$ cat src/rtl/char_motion_if.sv
`default_nettype none
// ============================================================================
// Module   : char_motion_if
// Purpose  : Collision-RAM read port between the character motion engine
//            (master) and the collision map memory (slave).
// Signals  : coll_addr  [ADDR_W-1:0]  read address, driven by the master
//            coll_data                1 = solid, returned MEM_LAT cycles later
// Revision : 1.0  initial release
// ============================================================================
interface char_motion_if #(
  parameter int ADDR_W = 19
) ();

  logic [ADDR_W-1:0] coll_addr;
  logic              coll_data;

  modport master (output coll_addr, input  coll_data);
  modport slave  (input  coll_addr, output coll_data);

endinterface
`default_nettype wire

$ cat src/rtl/char_motion.sv
`default_nettype none
// ============================================================================
// Module   : char_motion
// Purpose  : Tick-driven platformer character motion. On every motion tick
//            the keypad is latched, a horizontal step is probed against the
//            collision RAM, then a vertical step (jump / fall / ground check)
//            is probed from the post-horizontal position.
// Ports    : sys_clk   in   sole clock
//            rst       in   asynchronous active-high reset
//            mov[3:0]  in   keypad {up, down, left, right}
//            coll      if   collision-RAM read port (master side)
//            char_X    out  character X position
//            char_Y    out  character Y position
//            vmode     out  0 GROUND, 1 FALL, 2 JUMP
//            busy      out  high while a tick's probe sequence is running
// Revision : 1.0  initial release
// ============================================================================
module char_motion #(
  parameter int MAP_W      = 960,
  parameter int MAP_H      = 500,
  parameter int X_W        = 10,
  parameter int Y_W        = 10,
  parameter int TICK_DIV   = 200000,
  parameter int JUMP_TICKS = 48,
  parameter int MEM_LAT    = 1,
  parameter int START_X    = 244,
  parameter int START_Y    = 350
) (
  input  wire logic           sys_clk,
  input  wire logic           rst,
  input  wire logic [3:0]     mov,
  char_motion_if.master       coll,
  output logic [X_W-1:0]      char_X,
  output logic [Y_W-1:0]      char_Y,
  output logic [1:0]          vmode,
  output logic                busy
);

  localparam int ADDR_W = $clog2(MAP_W * MAP_H);
  localparam int TC_W   = (TICK_DIV > 1)   ? $clog2(TICK_DIV)   : 1;
  localparam int WC_W   = (MEM_LAT > 1)    ? $clog2(MEM_LAT)    : 1;
  localparam int JC_W   = (JUMP_TICKS > 1) ? $clog2(JUMP_TICKS) : 1;
  // Wide enough that y*MAP_W + x never overflows before the final cut.
  localparam int MUL_W  = ADDR_W + X_W + Y_W;

  localparam logic [X_W-1:0]  c_X_MAX     = X_W'(MAP_W - 1);
  localparam logic [Y_W-1:0]  c_Y_MAX     = Y_W'(MAP_H - 1);
  localparam logic [TC_W-1:0] c_TICK_LAST = TC_W'(TICK_DIV - 1);
  localparam logic [WC_W-1:0] c_WAIT_LAST = WC_W'(MEM_LAT - 1);
  localparam logic [JC_W-1:0] c_JUMP_LAST = JC_W'(JUMP_TICKS - 1);

  typedef enum logic [2:0] {
    S_WAIT_TICK = 3'd0,
    S_H_ISSUE   = 3'd1,
    S_H_WAIT    = 3'd2,
    S_V_ISSUE   = 3'd3,
    S_V_WAIT    = 3'd4
  } seq_state_t;

  typedef enum logic [1:0] {
    VM_GROUND = 2'd0,
    VM_FALL   = 2'd1,
    VM_JUMP   = 2'd2
  } vmode_t;

  // --------------------------------------------------------------------------
  // State
  // --------------------------------------------------------------------------
  seq_state_t        r_state,     w_state_nx;
  vmode_t            r_vmode,     w_vmode_nx;
  logic [X_W-1:0]    r_x,         w_x_nx;
  logic [Y_W-1:0]    r_y,         w_y_nx;
  logic [X_W-1:0]    r_cand_x,    w_cand_x_nx;
  logic [Y_W-1:0]    r_cand_y,    w_cand_y_nx;
  logic [JC_W-1:0]   r_jump_cnt,  w_jump_cnt_nx;
  logic [WC_W-1:0]   r_wait_cnt,  w_wait_cnt_nx;
  logic [3:0]        r_mov,       w_mov_nx;
  logic [ADDR_W-1:0] r_coll_addr, w_coll_addr_nx;
  logic [TC_W-1:0]   r_tick_cnt;

  // --------------------------------------------------------------------------
  // Combinational helpers
  // --------------------------------------------------------------------------
  logic              w_tick;
  logic              w_wait_done;
  logic [3:0]        w_mov_eff;
  logic              w_left;
  logic              w_right;
  logic              w_h_valid;
  logic [X_W-1:0]    w_h_cand_x;
  logic [X_W-1:0]    w_x_post;
  logic              w_v_probe;
  logic [Y_W-1:0]    w_v_cand_y;
  logic [ADDR_W-1:0] w_h_addr;
  logic [ADDR_W-1:0] w_v_addr;
  logic              w_enter_v;
  logic              w_unused_down;

  function automatic logic [ADDR_W-1:0] f_addr(input logic [X_W-1:0] x,
                                               input logic [Y_W-1:0] y);
    return ADDR_W'((MUL_W'(y) * MUL_W'(MAP_W)) + MUL_W'(x));
  endfunction

  assign w_tick      = (r_tick_cnt == c_TICK_LAST);
  assign w_wait_done = (r_wait_cnt == c_WAIT_LAST);

  // In WAIT_TICK the keypad is being latched this very edge, so the
  // horizontal address is computed from the live input; afterwards the
  // latched copy is authoritative.
  assign w_mov_eff     = (r_state == S_WAIT_TICK) ? mov : r_mov;
  assign w_unused_down = w_mov_eff[2];

  // Pressing both or neither direction yields no horizontal candidate.
  assign w_left     = w_mov_eff[1] & ~w_mov_eff[0];
  assign w_right    = w_mov_eff[0] & ~w_mov_eff[1];
  assign w_h_valid  = (w_left && (r_x != '0)) || (w_right && (r_x != c_X_MAX));
  assign w_h_cand_x = w_left ? (r_x - X_W'(1)) : (r_x + X_W'(1));

  // X as it will be once the horizontal probe resolves; the vertical probe
  // address must use this value, not the pre-commit register.
  assign w_x_post = ((r_state == S_H_WAIT) && !coll.coll_data) ? r_cand_x : r_x;

  always_comb begin
    w_v_probe  = 1'b0;
    w_v_cand_y = r_y + Y_W'(1);
    case (r_vmode)
      VM_GROUND: w_v_probe = !w_mov_eff[3] && (r_y != c_Y_MAX);
      VM_FALL:   w_v_probe = (r_y != c_Y_MAX);
      VM_JUMP: begin
        w_v_probe  = (r_y != '0);
        w_v_cand_y = r_y - Y_W'(1);
      end
      default:   w_v_probe = 1'b0;
    endcase
  end

  assign w_h_addr = f_addr(w_h_cand_x, r_y);
  assign w_v_addr = f_addr(w_x_post, w_v_cand_y);

  // --------------------------------------------------------------------------
  // Sequencer next-state / datapath
  // Addresses are loaded on the edge that enters an ISSUE state, so the RAM
  // sees them during ISSUE and the sample lands exactly MEM_LAT cycles later
  // on the last WAIT cycle.
  // --------------------------------------------------------------------------
  always_comb begin
    w_state_nx     = r_state;
    w_vmode_nx     = r_vmode;
    w_x_nx         = r_x;
    w_y_nx         = r_y;
    w_cand_x_nx    = r_cand_x;
    w_cand_y_nx    = r_cand_y;
    w_jump_cnt_nx  = r_jump_cnt;
    w_wait_cnt_nx  = r_wait_cnt;
    w_mov_nx       = r_mov;
    w_coll_addr_nx = r_coll_addr;
    w_enter_v      = 1'b0;

    case (r_state)
      S_WAIT_TICK: begin
        if (w_tick) begin
          w_state_nx = S_H_ISSUE;
          w_mov_nx   = mov;
          if (w_h_valid) begin
            w_coll_addr_nx = w_h_addr;
            w_cand_x_nx    = w_h_cand_x;
          end
        end
      end

      S_H_ISSUE: begin
        if (w_h_valid) begin
          w_state_nx    = S_H_WAIT;
          w_wait_cnt_nx = '0;
        end else begin
          w_enter_v = 1'b1;
        end
      end

      S_H_WAIT: begin
        if (w_wait_done) begin
          w_x_nx    = w_x_post;
          w_enter_v = 1'b1;
        end else begin
          w_wait_cnt_nx = r_wait_cnt + WC_W'(1);
        end
      end

      S_V_ISSUE: begin
        w_state_nx    = S_V_WAIT;
        w_wait_cnt_nx = '0;
      end

      S_V_WAIT: begin
        if (w_wait_done) begin
          w_state_nx = S_WAIT_TICK;
          case (r_vmode)
            VM_GROUND: begin
              if (!coll.coll_data) begin
                w_y_nx     = r_cand_y;
                w_vmode_nx = VM_FALL;
              end
            end
            VM_JUMP: begin
              if (coll.coll_data) begin
                w_vmode_nx = VM_FALL;
              end else begin
                w_y_nx        = r_cand_y;
                w_jump_cnt_nx = r_jump_cnt + JC_W'(1);
                if (r_jump_cnt == c_JUMP_LAST) begin
                  w_vmode_nx = VM_FALL;
                end
              end
            end
            VM_FALL: begin
              if (coll.coll_data) begin
                w_vmode_nx = VM_GROUND;
              end else begin
                w_y_nx = r_cand_y;
              end
            end
            default: w_vmode_nx = VM_FALL;
          endcase
        end else begin
          w_wait_cnt_nx = r_wait_cnt + WC_W'(1);
        end
      end

      default: w_state_nx = S_WAIT_TICK;
    endcase

    // Horizontal phase finished: either launch the vertical probe or apply
    // the probe-less vertical outcome (jump start, map edge) and go idle.
    if (w_enter_v) begin
      if (w_v_probe) begin
        w_state_nx     = S_V_ISSUE;
        w_coll_addr_nx = w_v_addr;
        w_cand_y_nx    = w_v_cand_y;
      end else begin
        w_state_nx = S_WAIT_TICK;
        case (r_vmode)
          VM_GROUND: begin
            if (w_mov_eff[3]) begin
              w_vmode_nx    = VM_JUMP;
              w_jump_cnt_nx = '0;
            end
          end
          VM_JUMP:   w_vmode_nx = VM_FALL;    // already at the top row
          VM_FALL:   w_vmode_nx = VM_GROUND;  // already at the bottom row
          default:   w_vmode_nx = VM_FALL;
        endcase
      end
    end
  end

  // --------------------------------------------------------------------------
  // Registers
  // --------------------------------------------------------------------------
  always_ff @(posedge sys_clk or posedge rst) begin
    if (rst) begin
      r_state     <= S_WAIT_TICK;
      r_vmode     <= VM_FALL;
      r_x         <= X_W'(START_X);
      r_y         <= Y_W'(START_Y);
      r_cand_x    <= '0;
      r_cand_y    <= '0;
      r_jump_cnt  <= '0;
      r_wait_cnt  <= '0;
      r_mov       <= '0;
      r_coll_addr <= '0;
      r_tick_cnt  <= '0;
    end else begin
      r_state     <= w_state_nx;
      r_vmode     <= w_vmode_nx;
      r_x         <= w_x_nx;
      r_y         <= w_y_nx;
      r_cand_x    <= w_cand_x_nx;
      r_cand_y    <= w_cand_y_nx;
      r_jump_cnt  <= w_jump_cnt_nx;
      r_wait_cnt  <= w_wait_cnt_nx;
      r_mov       <= w_mov_nx;
      r_coll_addr <= w_coll_addr_nx;
      r_tick_cnt  <= w_tick ? '0 : (r_tick_cnt + TC_W'(1));
    end
  end

  // --------------------------------------------------------------------------
  // Outputs
  // --------------------------------------------------------------------------
  assign coll.coll_addr = r_coll_addr;
  assign char_X         = r_x;
  assign char_Y         = r_y;
  assign vmode          = r_vmode;
  assign busy           = (r_state != S_WAIT_TICK);

endmodule
`default_nettype wire

$ cat src/flat_wrapper.sv
// flat-port wrapper written by rule: the top's interface ports become plain ports
module char_motion_flat 
#(
  parameter int MAP_W      = 960,
  parameter int MAP_H      = 500,
  parameter int X_W        = 10,
  parameter int Y_W        = 10,
  parameter int TICK_DIV   = 200000,
  parameter int JUMP_TICKS = 48,
  parameter int MEM_LAT    = 1,
  parameter int START_X    = 244,
  parameter int START_Y    = 350
)
  (sys_clk, rst, mov, char_X, char_Y, vmode, busy, coll_coll_addr, coll_coll_data);
  char_motion_if #(.ADDR_W(19)) coll_i ();
  input  wire logic sys_clk;
  input  wire logic rst;
  input  wire logic [3:0] mov;
  output logic [X_W-1:0] char_X;
  output logic [Y_W-1:0] char_Y;
  output logic [1:0] vmode;
  output logic busy;
  output wire logic [$bits(coll_i.coll_addr)-1:0] coll_coll_addr;
  input wire logic [$bits(coll_i.coll_data)-1:0] coll_coll_data;
  assign coll_coll_addr = coll_i.coll_addr;
  assign coll_i.coll_data = coll_coll_data;
  char_motion #(.MAP_W(MAP_W), .MAP_H(MAP_H), .X_W(X_W), .Y_W(Y_W), .TICK_DIV(TICK_DIV), .JUMP_TICKS(JUMP_TICKS), .MEM_LAT(MEM_LAT), .START_X(START_X), .START_Y(START_Y)) u_core (.sys_clk(sys_clk), .rst(rst), .mov(mov), .coll(coll_i), .char_X(char_X), .char_Y(char_Y), .vmode(vmode), .busy(busy));
endmodule
$ cat config.mk
export PLATFORM = sky130hd
export DESIGN_NAME = char_motion_flat
export DESIGN_NICKNAME = d
export VERILOG_FILES = /design/src/rtl/char_motion_if.sv /design/src/rtl/char_motion.sv /design/src/flat_wrapper.sv
export SDC_FILE = /design/constraint.sdc
export NUM_CORES = 1
export LEC_CHECK = 0
export BUFFER_PORTS_ARGS = -buffer_cell sky130_fd_sc_hd__buf_2
export CAP_MARGIN = 20
export CELL_PAD_IN_SITES_DETAIL_PLACEMENT = 1
export CELL_PAD_IN_SITES_GLOBAL_PLACEMENT = 1
export CORE_MARGIN = 2
export CORE_UTILIZATION = 52
export CTS_CLUSTER_DIAMETER = 50
export CTS_CLUSTER_SIZE = 12
export DETAILED_ROUTE_END_ITERATION = 7
export PLACE_DENSITY_LB_ADDON = 0.1
export SETUP_SLACK_MARGIN = 0.1
export SLEW_MARGIN = 20
export SYNTH_ARGS = -nofsm -noshare
export SYNTH_HDL_FRONTEND = slang
export SYNTH_SLANG_ARGS = --single-unit
$ cat constraint.sdc
create_clock -name sys_clk -period 7.35 [get_ports sys_clk]
set_input_delay 0 -clock sys_clk [delete_from_list [all_inputs] [get_ports sys_clk]]
set_output_delay 0 -clock sys_clk [all_outputs]
set_load 0.01 [all_outputs]
# Word-level counts from Yosys, hierarchy flattened
# Index checks and enable logic that the tools add are counted.
# totals
ff_bits,93
latch_bits,0
ramBits,0
mem_bits_ro,0
in_bits,7
output_inout_bits,42
wordCells,107
memories,0
# classes
addsub,9
n_mul,2
div_mod_pow,0
n_lt_le_gt_ge,0
eq_ne,15
shift,0
muxes,42
bitwise_logic,6
reduce_logical,22
# op_table
op,count
$mux W19,5
$mux W6,8
$add A19 B10 Y19,2
$mux W10,3
$mul A10 B4 Y13 const B,2
$add A10 B1 Y10 const B,2
$mux W2,10
$reduce_bool A10 Y1,2
$sub A10 B1 Y10 const B,2
$add A18 B1 Y18 const B,1
$eq A18 B18 Y1 const B,1
$mux W18,1
$pmux W3 S5,1
$mux W3,4
$ne A10 B10 Y1 const B,1
$ne A10 B9 Y1 const B,1
$reduce_and A2 Y1,4
$reduce_and A4 Y1,2
$add A6 B1 Y6 const B,1
$eq A3 B2 Y1 const B,2
$eq A6 B6 Y1 const B,1
$ne A3 B1 Y1 const B,2
$pmux W1 S3,2
$pmux W2 S3,1
other kinds (22),35

# Depth between registers and ports, before layout
# logic_depth
word_depth,11
depth_mapped,23
ltp_nobuf,22

# Worst setup path before layout
# Ideal clock, no wire load.
# synth_timing
path_type,register to register
start,register u_core.r_vmode[0] (netlist: u_core.vmode[0])
end,register u_core.r_coll_addr[15] (netlist: u_core.coll.coll_addr[15])
setup_time_ns,0.128
arrival_time_ns,4.978
required_ns,7.222
path_slack_ns,2.244
path_stages_with_launch,22
path_buffers,1
synth_period_minus_slack_ns,5.106
path_cell_list,dfstp_2 nand2b_1 buf_2 xnor2_1 ha_1 nor3_1 a21oi_1 xnor2_1 inv_1 ha_1 xor2_1 fa_1 inv_1 ha_1 nor2b_1 o31a_1 a21oi_1 nand3_1 o31a_1 o32a_1 a211oi_1 nor3_1
# synth_via
elab_chain_len,6
elab_cells_between_ends,9
classes_between,add/sub (1); mul (1); eq/ne (2); mux (4); reduce/logical (1)
# synth_lines
item,line_no,text
from (decl),char_motion.sv:70,"vmode_t r_vmode, w_vmode_nx;"
from (signal assigned),char_motion.sv:274,r_vmode <= w_vmode_nx;
$eq A2 B2 Y1,char_motion.sv:126,case (r_vmode)
$mux W10,char_motion.sv:126,
named net u_core.w_v_cand_y[2],char_motion.sv:93,logic [Y_W-1:0] w_v_cand_y;
$mul A10 B4 Y13,char_motion.sv:101,return ADDR_W'((MUL_W'(y) * MUL_W'(MAP_W)) + MUL_W'(x));
$add A19 B10 Y19,char_motion.sv:101,
$mux W19,char_motion.sv:235,if (w_v_probe) begin
$mux W19,char_motion.sv:234,if (w_enter_v) begin
named net u_core.w_coll_addr_nx[15],char_motion.sv:78,"logic [ADDR_W-1:0] r_coll_addr, w_coll_addr_nx;"
to (signal assigned),char_motion.sv:282,r_coll_addr <= w_coll_addr_nx;
to (decl),char_motion.sv:78,
# The timed path passes the listed nets, and every way through them passes these cells.
# A chain may end at the register's enable or synchronous reset.

# Worst setup path after layout
# Ends and elaborated chain as after synthesis.

==> flow_summary.ini <==
[status]
run_status = finished clean

[placed_design]
post_place_worst_slack_ps = 1285
gp_routability_congestion = 0.8719
i_o_buffers = 47
dp.cells = 993
dp_hpwl_mm = 14.62

[worst_setup_path]
worstPathArrival_ps = 6460
timing_worst_setup_path_type = reg -> reg
r2r_start = u_core.vmode[0]
critical_path.endpoint_type = flip-flop
worst_ep_required_time_ps = 7600
worstSetupStartpointType = flip-flop
critical_path.reg2reg.endpoint = u_core.coll.coll_addr[15]
worst-r2r-cell-count = 20
rrSetupSlack_ps = 1140
worstSetupStartpoint = u_core.vmode[0]
timing.critical_path.fanout_max = 14

[global_route]
wire_length_of_the_first_global_routing_pass_mm = 32.48
grt_pass1_vias = 6505
gr-usage-all-layers_pct = 27.73
antenna_violations_before_repair = 0
grt_start_max_net_pins = 57
gr-total-overflow = 0

[floorplan]
boundaryPins = 49
initial_core_util_pct = 53.00
floorplan.die.width_um = 122.7
floorplan.die.height_um = 122.7
area_of_the_die_um2 = 15060
fp-row-count = 43
core_area_um2 = 13830

[clock_network]
clock-root-buffer = sky130_fd_sc_hd__clkbuf_16
cts-htree-levels = 3
numClockSinks = 91
cts_resized = 0
clkSlewWorstSetupHoldPaths_ps = 60
tritoncts = done
clock_path_buffers = 2
post-cts-setup-buffer-count = 0
skew_pair_late_insertion_delay_ps = 350
cts_made_buffers = 9

[sta]
worst_hold_slack_after_final_layout_ps = 105.3
clock_skew_ps = 11.95
setup_slack_ps = 1142
slew-limit-headroom_pct = 28.60
slew_violations = 0
tightest_pin_transition_ps = 1063
finalSetupTns_ps = 0
fmax_mhz = 161.1
unrepaired_setup_endpoints_after_global_routing = false
setup_viol_count_final = 0
finalHoldViolCount = 0
period_needed_ps = 6208
timing.final.crit_share_pct = 84.47

[logic_synthesis]
mappedNetlistArea_um2 = 7328
synthesized_area_fraction_occupied_by_ao_oa_aoi_and_oai_cells_pct = 15.06
synth_top_flop_cell = sky130_fd_sc_hd__dfrtp_1
muxShareOfSynthArea_pct = 4.798
synth_cell_type_count = 67
synth_cells = 783
ys_seq_area_share_pct = 31.28
synth-seq-cells = 91
synth_area_per_inst_um2 = 9.359
synth-edff-count = 0
synthesis.nets = 878
synth_async_sr_flop_share_pct = 100.0
synth_simple_gate_area_share_pct = 15.93
synthAdderAreaFrac_pct = 18.30
largest_family_of_logic_cells_by_synthesized_area = adder cells
yosys.area_share.xor_xnor_pct = 9.766
ys.warnings.count = 0

[drt]
totalWireLength_mm = 19.34
drt.antenna.violating_nets = 0
detail_route.wl_per_cell_um = 19.09
drcViolationCount = 0
drt_first_pass_iters = 6
routed-via-count = 5957
avg_vias_per_cell = 5.881
drt-initial-drc-count = 331

[cells_and_area]
fraction_of_layout_instances_using_a_drive_strength_above_1_pct = 14.41
instances_no_fill = 1013
antenna_cells = 0
final_net_count = 923
commonest_cells_after_routing_fill_and_taps_aside = 79 x sky130_fd_sc_hd__dfrtp_1, 64 x sky130_fd_sc_hd__inv_1, 60 x sky130_fd_sc_hd__ha_1
syn_to_final_growth_pct = 9.886
most_common_cell_after_layout_fill_and_taps_aside = sky130_fd_sc_hd__dfrtp_1

[power]
cellPowerDensity_nw_per_um2 = 451.1
peakVddDrop_mv = 0.6048
p_leak_nw = 3.962

[min_path]
min_path_cells = 4
worstHoldStart = coll_coll_data
holdCritPathClass = in -> reg
hold_end = u_core.vmode[0]

[job]
cap_violations = 0
[synthesized netlist by cell type, types with 7 or more instances]
cell type	number	area share (%)
sky130_fd_sc_hd__nand4_1	12	1.0
sky130_fd_sc_hd__a21oi_1	41	2.8
sky130_fd_sc_hd__a21o_1	16	1.6
sky130_fd_sc_hd__dfstp_2	12	4.3
sky130_fd_sc_hd__o21ai_0	50	3.4
sky130_fd_sc_hd__nor2_1	51	2.6
sky130_fd_sc_hd__xnor2_1	42	5.0
sky130_fd_sc_hd__nand2_1	56	2.9
sky130_fd_sc_hd__inv_1	65	3.3
sky130_fd_sc_hd__clkbuf_1	11	0.56
sky130_fd_sc_hd__nand3_1	20	1.4
sky130_fd_sc_hd__fa_1	28	7.6
sky130_fd_sc_hd__mux2_2	25	3.8
sky130_fd_sc_hd__xor2_1	36	4.3
sky130_fd_sc_hd__nor4_1	7	0.60
sky130_fd_sc_hd__buf_2	9	0.61
sky130_fd_sc_hd__a211oi_1	7	0.72
sky130_fd_sc_hd__nor2b_1	10	0.85
sky130_fd_sc_hd__and3_1	10	0.85
sky130_fd_sc_hd__dfrtp_1	79	27
sky130_fd_sc_hd__mux2i_1	7	0.96
sky130_fd_sc_hd__ha_1	60	10
sky130_fd_sc_hd__nor3_1	23	1.6
[cell families (layout without fill, tap and decap cells)]
group / count (synthesis) / count (layout)
AO/OA/AOI/OAI: 173 / 173
AND/OR/NAND/NOR: 228 / 228
multiplexers: 32 / 32
XOR/XNOR: 80 / 80
flip-flops: 91 / 91
buffers and inverters: 88 / 138
adder cells (fa/ha/maj): 91 / 91
[worst max-delay path, cell delays in order, from the launching register on]
cell,delay (ps)
sky130_fd_sc_hd__dfstp_2,580
sky130_fd_sc_hd__nand2b_1,460
sky130_fd_sc_hd__xnor2_1,260
sky130_fd_sc_hd__ha_1,270
sky130_fd_sc_hd__nor3_1,180
sky130_fd_sc_hd__a21oi_1,80
sky130_fd_sc_hd__xnor2_1,430
sky130_fd_sc_hd__inv_1,220
sky130_fd_sc_hd__ha_1,370
sky130_fd_sc_hd__xor2_1,190
sky130_fd_sc_hd__fa_1,580
sky130_fd_sc_hd__inv_1,50
sky130_fd_sc_hd__ha_1,260
sky130_fd_sc_hd__a211oi_1,420
sky130_fd_sc_hd__nor2_1,120
sky130_fd_sc_hd__xor2_1,320
sky130_fd_sc_hd__nand3_1,260
sky130_fd_sc_hd__o31a_1,340
sky130_fd_sc_hd__o32a_1,340
sky130_fd_sc_hd__and4_1,200
sky130_fd_sc_hd__nor3_1,190
[flip-flops by register name (all words and copies together), names as in the netlist]
register and cells:
u_core.char_Y 10, u_core.coll.coll_addr 19, u_core.r_cand_x 10, u_core.r_state 3, u_core.r_jump_cnt 6, u_core.r_mov 3, u_core.char_X 10, u_core.vmode 2
u_core.r_cand_y 10, u_core.r_tick_cnt 18
[stage by stage]
stage	utilization, %	power (mW)	cell area, µm²
floorplan	-	2.546	7328
global placement	55.85	3.013	7722
detailed placement	55.85	3.160	7722
CTS	58.24	3.645	8053
global route	58.24	3.977	8053
finish	58.24	3.633	8053
[report_power, final]
| group | switching (mW) | leakage [nW] | internal, mW |
|---|---|---|---|
| Combinational | 1.51 | 2.66 | 0.989 |
| Clock | 0.206 | 0.139 | 0.251 |
| Sequential | 0.0863 | 1.16 | 0.588 |
| Total | 1.80 | 3.96 | 1.83 |
[layout make-up]
class | count | area, µm²
inverters | 65 | 245.2
clock inverters | 4 | 33.78
repair buffers | 57 | 320.3
multi-input cells | 604 | 4679
flip-flops and latches | 91 | 2292
well taps | 180 | 225.2
clock buffers | 12 | 256.5
fillers | 1619 | 5774
[repair_timing]
item	CTS	global route
hold buffers	4	0
endpoints found under the setup margin	0	0
hold endpoints to repair	34	0
[worst max path at each step]
stage                           endpoint  slack [ps]
2_1_floorplan  u_core.coll.coll_addr[15]        2240
3_5_place_dp   u_core.coll.coll_addr[15]        1280
4_1_cts        u_core.coll.coll_addr[15]        1220
6_report       u_core.coll.coll_addr[15]        1140
5_1_grt        u_core.coll.coll_addr[15]         650
3_3_place_gp   u_core.coll.coll_addr[15]        1500
[layer usage]
layer,up-vias,routed length [µm],track usage [%]
met5,-,0,0
met4,0,404,9.698
met3,29,664,4.647
li1,2841,-,-
met2,82,9621,46.93
met1,3005,8651,35.84
Power figures use the tool's default switching activity.
